`src/rtl/uart_tx_basic_pkg.sv`:
```
// Shared definitions for the basic UART transmitter: state encoding, default
// frame parameters and a counter-width helper.
package uart_tx_basic_pkg;

  typedef enum logic [1:0] {
    StIdle  = 2'b00,
    StStart = 2'b01,
    StData  = 2'b10,
    StStop  = 2'b11
  } tx_state_e;

  localparam int unsigned DefDataW      = 8;
  localparam int unsigned DefClksPerBit = 4;

  // Width of a counter spanning 0..n-1, never narrower than one bit.
  function automatic int unsigned cnt_width(input int unsigned n);
    return (n > 1) ? $clog2(n) : 1;
  endfunction

endpackage

```
`src/rtl/uart_tx_basic_bit_timer.sv`:
```
// Bit-period timer: counts 0..CLKS_PER_BIT-1 and flags the last cycle of each bit.
module uart_tx_basic_bit_timer
  import uart_tx_basic_pkg::*;
#(
  parameter int unsigned CLKS_PER_BIT = DefClksPerBit
) (
  input  logic clk,
  input  logic rst,
  input  logic clear,
  output logic tick
);

  localparam int unsigned          CntW   = cnt_width(CLKS_PER_BIT);
  localparam logic [CntW-1:0]      CntMax = CntW'(CLKS_PER_BIT - 1);

  logic [CntW-1:0] cnt_q, cnt_d;

  assign tick = (cnt_q == CntMax);

  always_comb begin
    cnt_d = cnt_q + 1'b1;
    if (clear || tick) begin
      cnt_d = '0;
    end
  end

  always_ff @(posedge clk or posedge rst) begin
    if (rst) begin
      cnt_q <= '0;
    end else begin
      cnt_q <= cnt_d;
    end
  end

endmodule

```
`src/rtl/uart_tx_basic.sv`:
```
// UART-style serial transmitter: start bit, DATA_W data bits LSB first, stop bit,
// each held CLKS_PER_BIT cycles. tx and busy are registered from the current state.
module uart_tx_basic
  import uart_tx_basic_pkg::*;
#(
  parameter int unsigned DATA_W       = DefDataW,
  parameter int unsigned CLKS_PER_BIT = DefClksPerBit
) (
  input  logic              clk,
  input  logic              rst,
  input  logic [DATA_W-1:0] data_in,
  input  logic              valid,
  output logic              ready,
  output logic              tx,
  output logic              busy
);

  localparam int unsigned     BitW   = cnt_width(DATA_W);
  localparam logic [BitW-1:0] BitMax = BitW'(DATA_W - 1);

  tx_state_e         state_q, state_d;
  logic [DATA_W-1:0] shift_q, shift_d;
  logic [BitW-1:0]   bit_cnt_q, bit_cnt_d;
  logic              tx_q, tx_d;
  logic              busy_q, busy_d;
  logic              tick;
  logic              timer_clear;

  // Restart the bit period whenever the frame moves to a new field.
  assign timer_clear = (state_d != state_q);

  uart_tx_basic_bit_timer #(
    .CLKS_PER_BIT(CLKS_PER_BIT)
  ) u_bit_timer (
    .clk  (clk),
    .rst  (rst),
    .clear(timer_clear),
    .tick (tick)
  );

  always_comb begin
    state_d   = state_q;
    shift_d   = shift_q;
    bit_cnt_d = bit_cnt_q;
    case (state_q)
      StIdle: begin
        if (valid) begin
          shift_d = data_in;
          state_d = StStart;
        end
      end
      StStart: begin
        if (tick) begin
          state_d   = StData;
          bit_cnt_d = '0;
        end
      end
      StData: begin
        if (tick) begin
          shift_d = shift_q >> 1;
          if (bit_cnt_q == BitMax) begin
            state_d = StStop;
          end else begin
            bit_cnt_d = bit_cnt_q + 1'b1;
          end
        end
      end
      StStop: begin
        if (tick) begin
          state_d = StIdle;
        end
      end
      default: state_d = StIdle;
    endcase
  end

  always_comb begin
    tx_d   = 1'b1;
    busy_d = 1'b0;
    case (state_q)
      StStart: begin
        tx_d   = 1'b0;
        busy_d = 1'b1;
      end
      StData: begin
        tx_d   = shift_q[0];
        busy_d = 1'b1;
      end
      StStop: begin
        busy_d = 1'b1;
      end
      default: begin
        tx_d   = 1'b1;
        busy_d = 1'b0;
      end
    endcase
  end

  always_ff @(posedge clk or posedge rst) begin
    if (rst) begin
      state_q   <= StIdle;
      shift_q   <= '0;
      bit_cnt_q <= '0;
      tx_q      <= 1'b1;
      busy_q    <= 1'b0;
    end else begin
      state_q   <= state_d;
      shift_q   <= shift_d;
      bit_cnt_q <= bit_cnt_d;
      tx_q      <= tx_d;
      busy_q    <= busy_d;
    end
  end

  assign ready = (state_q == StIdle);
  assign tx    = tx_q;
  assign busy  = busy_q;

endmodule

```
`config.mk`:
```
export PLATFORM = sky130hd
export DESIGN_NAME = uart_tx_basic
export DESIGN_NICKNAME = d
export VERILOG_FILES = /design/src/rtl/uart_tx_basic_pkg.sv /design/src/rtl/uart_tx_basic_bit_timer.sv /design/src/rtl/uart_tx_basic.sv
export SDC_FILE = /design/constraint.sdc
export NUM_CORES = 1
export LEC_CHECK = 0
export BUFFER_PORTS_ARGS = -buffer_cell sky130_fd_sc_hd__buf_4
export CORE_AREA = 10 10 71 73
export DETAILED_ROUTE_END_ITERATION = 8
export DIE_AREA = 0 0 81 83
export GPL_ROUTABILITY_DRIVEN = 0
export GPL_TIMING_DRIVEN = 0
export PLACE_DENSITY = 0.43
export SYNTH_ARGS = -nofsm -noshare
export SYNTH_HDL_FRONTEND = slang
export SYNTH_SLANG_ARGS = --single-unit
```
`constraint.sdc`:
```
create_clock -name clk -period 2.65 [get_ports clk]
set_input_delay 0.795 -clock clk [delete_from_list [all_inputs] [get_ports clk]]
set_output_delay 0.795 -clock clk [all_outputs]
set_load 0.05 [all_outputs]
```
==> flow_summary.yaml <==
outcome:
  status: "completed"
routing:
  drc: 0
  dr_wl_met3_um: 96
  drt.antenna.violating_nets: 0
  wl_per_cell_um: 13.2
  drtIter0Drc: 23
  drtPass1Iterations: 3
  top_layer: "met4"
  wl_met1_um: 863
  num_vias: 560
  finalWirelength_um: 1730
  viasPerCell: 4.27
  wl_met2_um: 762
die:
  dieArea_um2: 6720
  core_um2: 3630
  rows: 22
  ios: 14
  die_w_um: 81
  die_y_um: 83
  start_util: 0.247
clocking:
  root_buffer: "clkbuf_8"
  numCtsBuffers: 3
  cts_sinks: 17
  cts_tree: "built"
  clk_pin_slew_ns: 0.06
  insertion_delay_ns: 0.25
  hold_buffers: 0
  post_cts_buffers: 0
  cts.path.max_buffers: 2
  htree_num_levels: 1
  cts_resized: 0
timing:
  fin_ws_ns: 0.441
  finalCritPeriodShare: 0.834
  hold_violations: 0
  clock-skew-final_ns: 0.00197
  finalSetupViolations: 0
  tightest_slew_ns: 0.671
  min_period_ns: 2.21
  totalNegativeSetupSlack_ns: 0
  slew_violations: 0
  rsz0062_at_grt: "false"
  hold_ws_ns: 0.449
  max_slew_margin: 0.552
  max_freq_mhz: 453
yosys:
  synth_fp_nets: 80
  syn_area_per_cell_um2: 13.6
  ys_seq_area_frac: 0.476
  syn_inst: 66
  synth_top_area_frac: 0.447
  synthTopCellsByArea: "dfrtp_1 (45%), mux2_4 (23%), ha_1 (4.2%), dfstp_2 (2.9%), o2bb2ai_1 (2.9%)"
  netlist_area_um2: 896
  yosysTopAreaCell: "dfrtp_1"
  ys_ff_latch: 17
  yosys_warnings: 0
  synth_cell_type_count: 25
worst_hold_path:
  whs_path_depth: 1
  hold_path_end: "u_bit_timer.cnt_q[0]$_DFF_PP0_"
  min_from: "u_bit_timer.cnt_q[0]$_DFF_PP0_"
  hp-class: "flip-flop to flip-flop"
final_layout:
  nFillCells: 396
  final_cell_mix: "dfrtp_1 (16), buf_4 (14), mux2_4 (14)"
  syn_to_final_growth_pct: 22.6
  fin_util: 0.302
  drive_gt1_frac: 0.446
  nets: 98
  num_antenna_cells: 0
  layout_commonest_cell: "dfrtp_1"
worst_setup_path:
  worstReg2RegEnd: "shift_q[4]$_DFFE_PP0P_"
  cp-start-kind: "flip-flop"
  r2r-start: "u_bit_timer.cnt_q[0]$_DFF_PP0_"
  rr_worst_depth: 4
  rrSetupSlack_ns: 1.10
  worstPathRequired_ns: 1.86
  cp_max_fo: 10
  critPathArrivalTime_ns: 1.41
  worstSetupPathType: "flip-flop to output port"
  cp-end-kind: "output port"
pwr:
  power.leakage_nw: 0.511
  power_per_cell_area_nw_per_um2: 1190
  peakVddDrop_v: 0.000510
placement:
  dp_hpwl_um: 1250
  portBuffers: 13
  pre_cts_slack_ns: 0.705
global_routing:
  grt_pass1_wl_um: 2910
  gr-total-overflow: 0
  grt_pass1_vias: 585
  grt_max_degree: 18
  grt.total_usage: 0.0537
  antenna_found_initial: 0
run:
  max-cap-violations: 0
-- cells in the mapped netlist --
library cell  instances
o21ai_0               2
xnor2_1               1
buf_2                 1
mux2_4               14
a21oi_1               2
nor2_4                1
o31ai_1               1
buf_6                 1
nor3b_1               1
inv_1                 4
mux2i_2               1
nor2b_1               1
dfstp_2               1
a22oi_1               2
nand2_1               2
dfrtp_1              16
o2bb2ai_1             3
mux2i_1               1
a21boi_0              1
nor2_1                2
nand2b_4              1
nand3_1               1
buf_4                 1
a211oi_1              2
ha_1                  3
-- cell type report --
| type | instances | area [um2] | area share |
|---|---|---|---|
| timing repair buffer | 13 | 97.6 | 0.0888 |
| inverter | 4 | 15.0 | 0.0137 |
| tap | 48 | 60.1 | 0.0547 |
| multi-input combinational | 42 | 430 | 0.392 |
| clock buffer | 4 | 45.0 | 0.0410 |
| sequential | 17 | 427 | 0.388 |
| buffer | 3 | 23.8 | 0.0216 |
-- state kept, by name (all words and copies together) (netlist names) --
register           cells
busy                   1
bit_cnt_q              3
u_bit_timer.cnt_q      2
tx                     1
state_q                2
shift_q                8
-- metal layers --
| layer | track usage | vias up |
|---|---|---|
| met5 | 0 | - |
| met4 | 0.00939 | 0 |
| met3 | 0.0269 | 2 |
| met2 | 0.0742 | 12 |
| met1 | 0.0732 | 277 |
| li1 | - | 269 |
-- through the flow --
step / cell area (um2) / total power, mW / std cells
final: 1100 / 1.30 / 131
after global routing: 1100 / 1.41 / 131
after CTS: 1100 / 1.33 / 131
after detailed placement: 1050 / 1.13 / 127
after global placement: 1050 / 1.11 / 127
after floorplan: 896 / 0.995 / 66
-- worst max-delay path by stage --
stage	from	end	slack [ns]	cells past startpoint
floorplan	state_q[0]$_DFF_PP0_	ready	0.52	2
global placement	state_q[0]$_DFF_PP0_	ready	0.74	3
detailed placement	state_q[0]$_DFF_PP0_	ready	0.71	3
CTS	state_q[0]$_DFF_PP0_	ready	0.43	3
global route	state_q[0]$_DFF_PP0_	ready	0.34	3
finish	state_q[0]$_DFF_PP0_	ready	0.44	3
-- worst max-delay path, stage by stage, from the launching register on --
cell and delay, ns:
dfrtp_1 0.43, buf_2 0.20, nor2_1 0.27, buf_4 0.26
-- where the power goes --
group          internal, mW  leakage [nW]  switching (mW)
combinational         0.339         0.293           0.312
sequential            0.395         0.195          0.0696
clock                 0.106        0.0228          0.0830
total                 0.840         0.511           0.465
-- cells by family after synthesis --
kind of cell,count (synthesis),share of synthesized area
AO/OA/AOI/OAI,13,0.102
AND/OR/NAND/NOR,9,0.0656
buffers and inverters,7,0.0433
adder cells (fa/ha/maj),3,0.0419
flip-flops,17,0.476
XOR/XNOR,1,0.00978
multiplexers,16,0.261
Note: power is estimated with default switching activity, not from simulation.
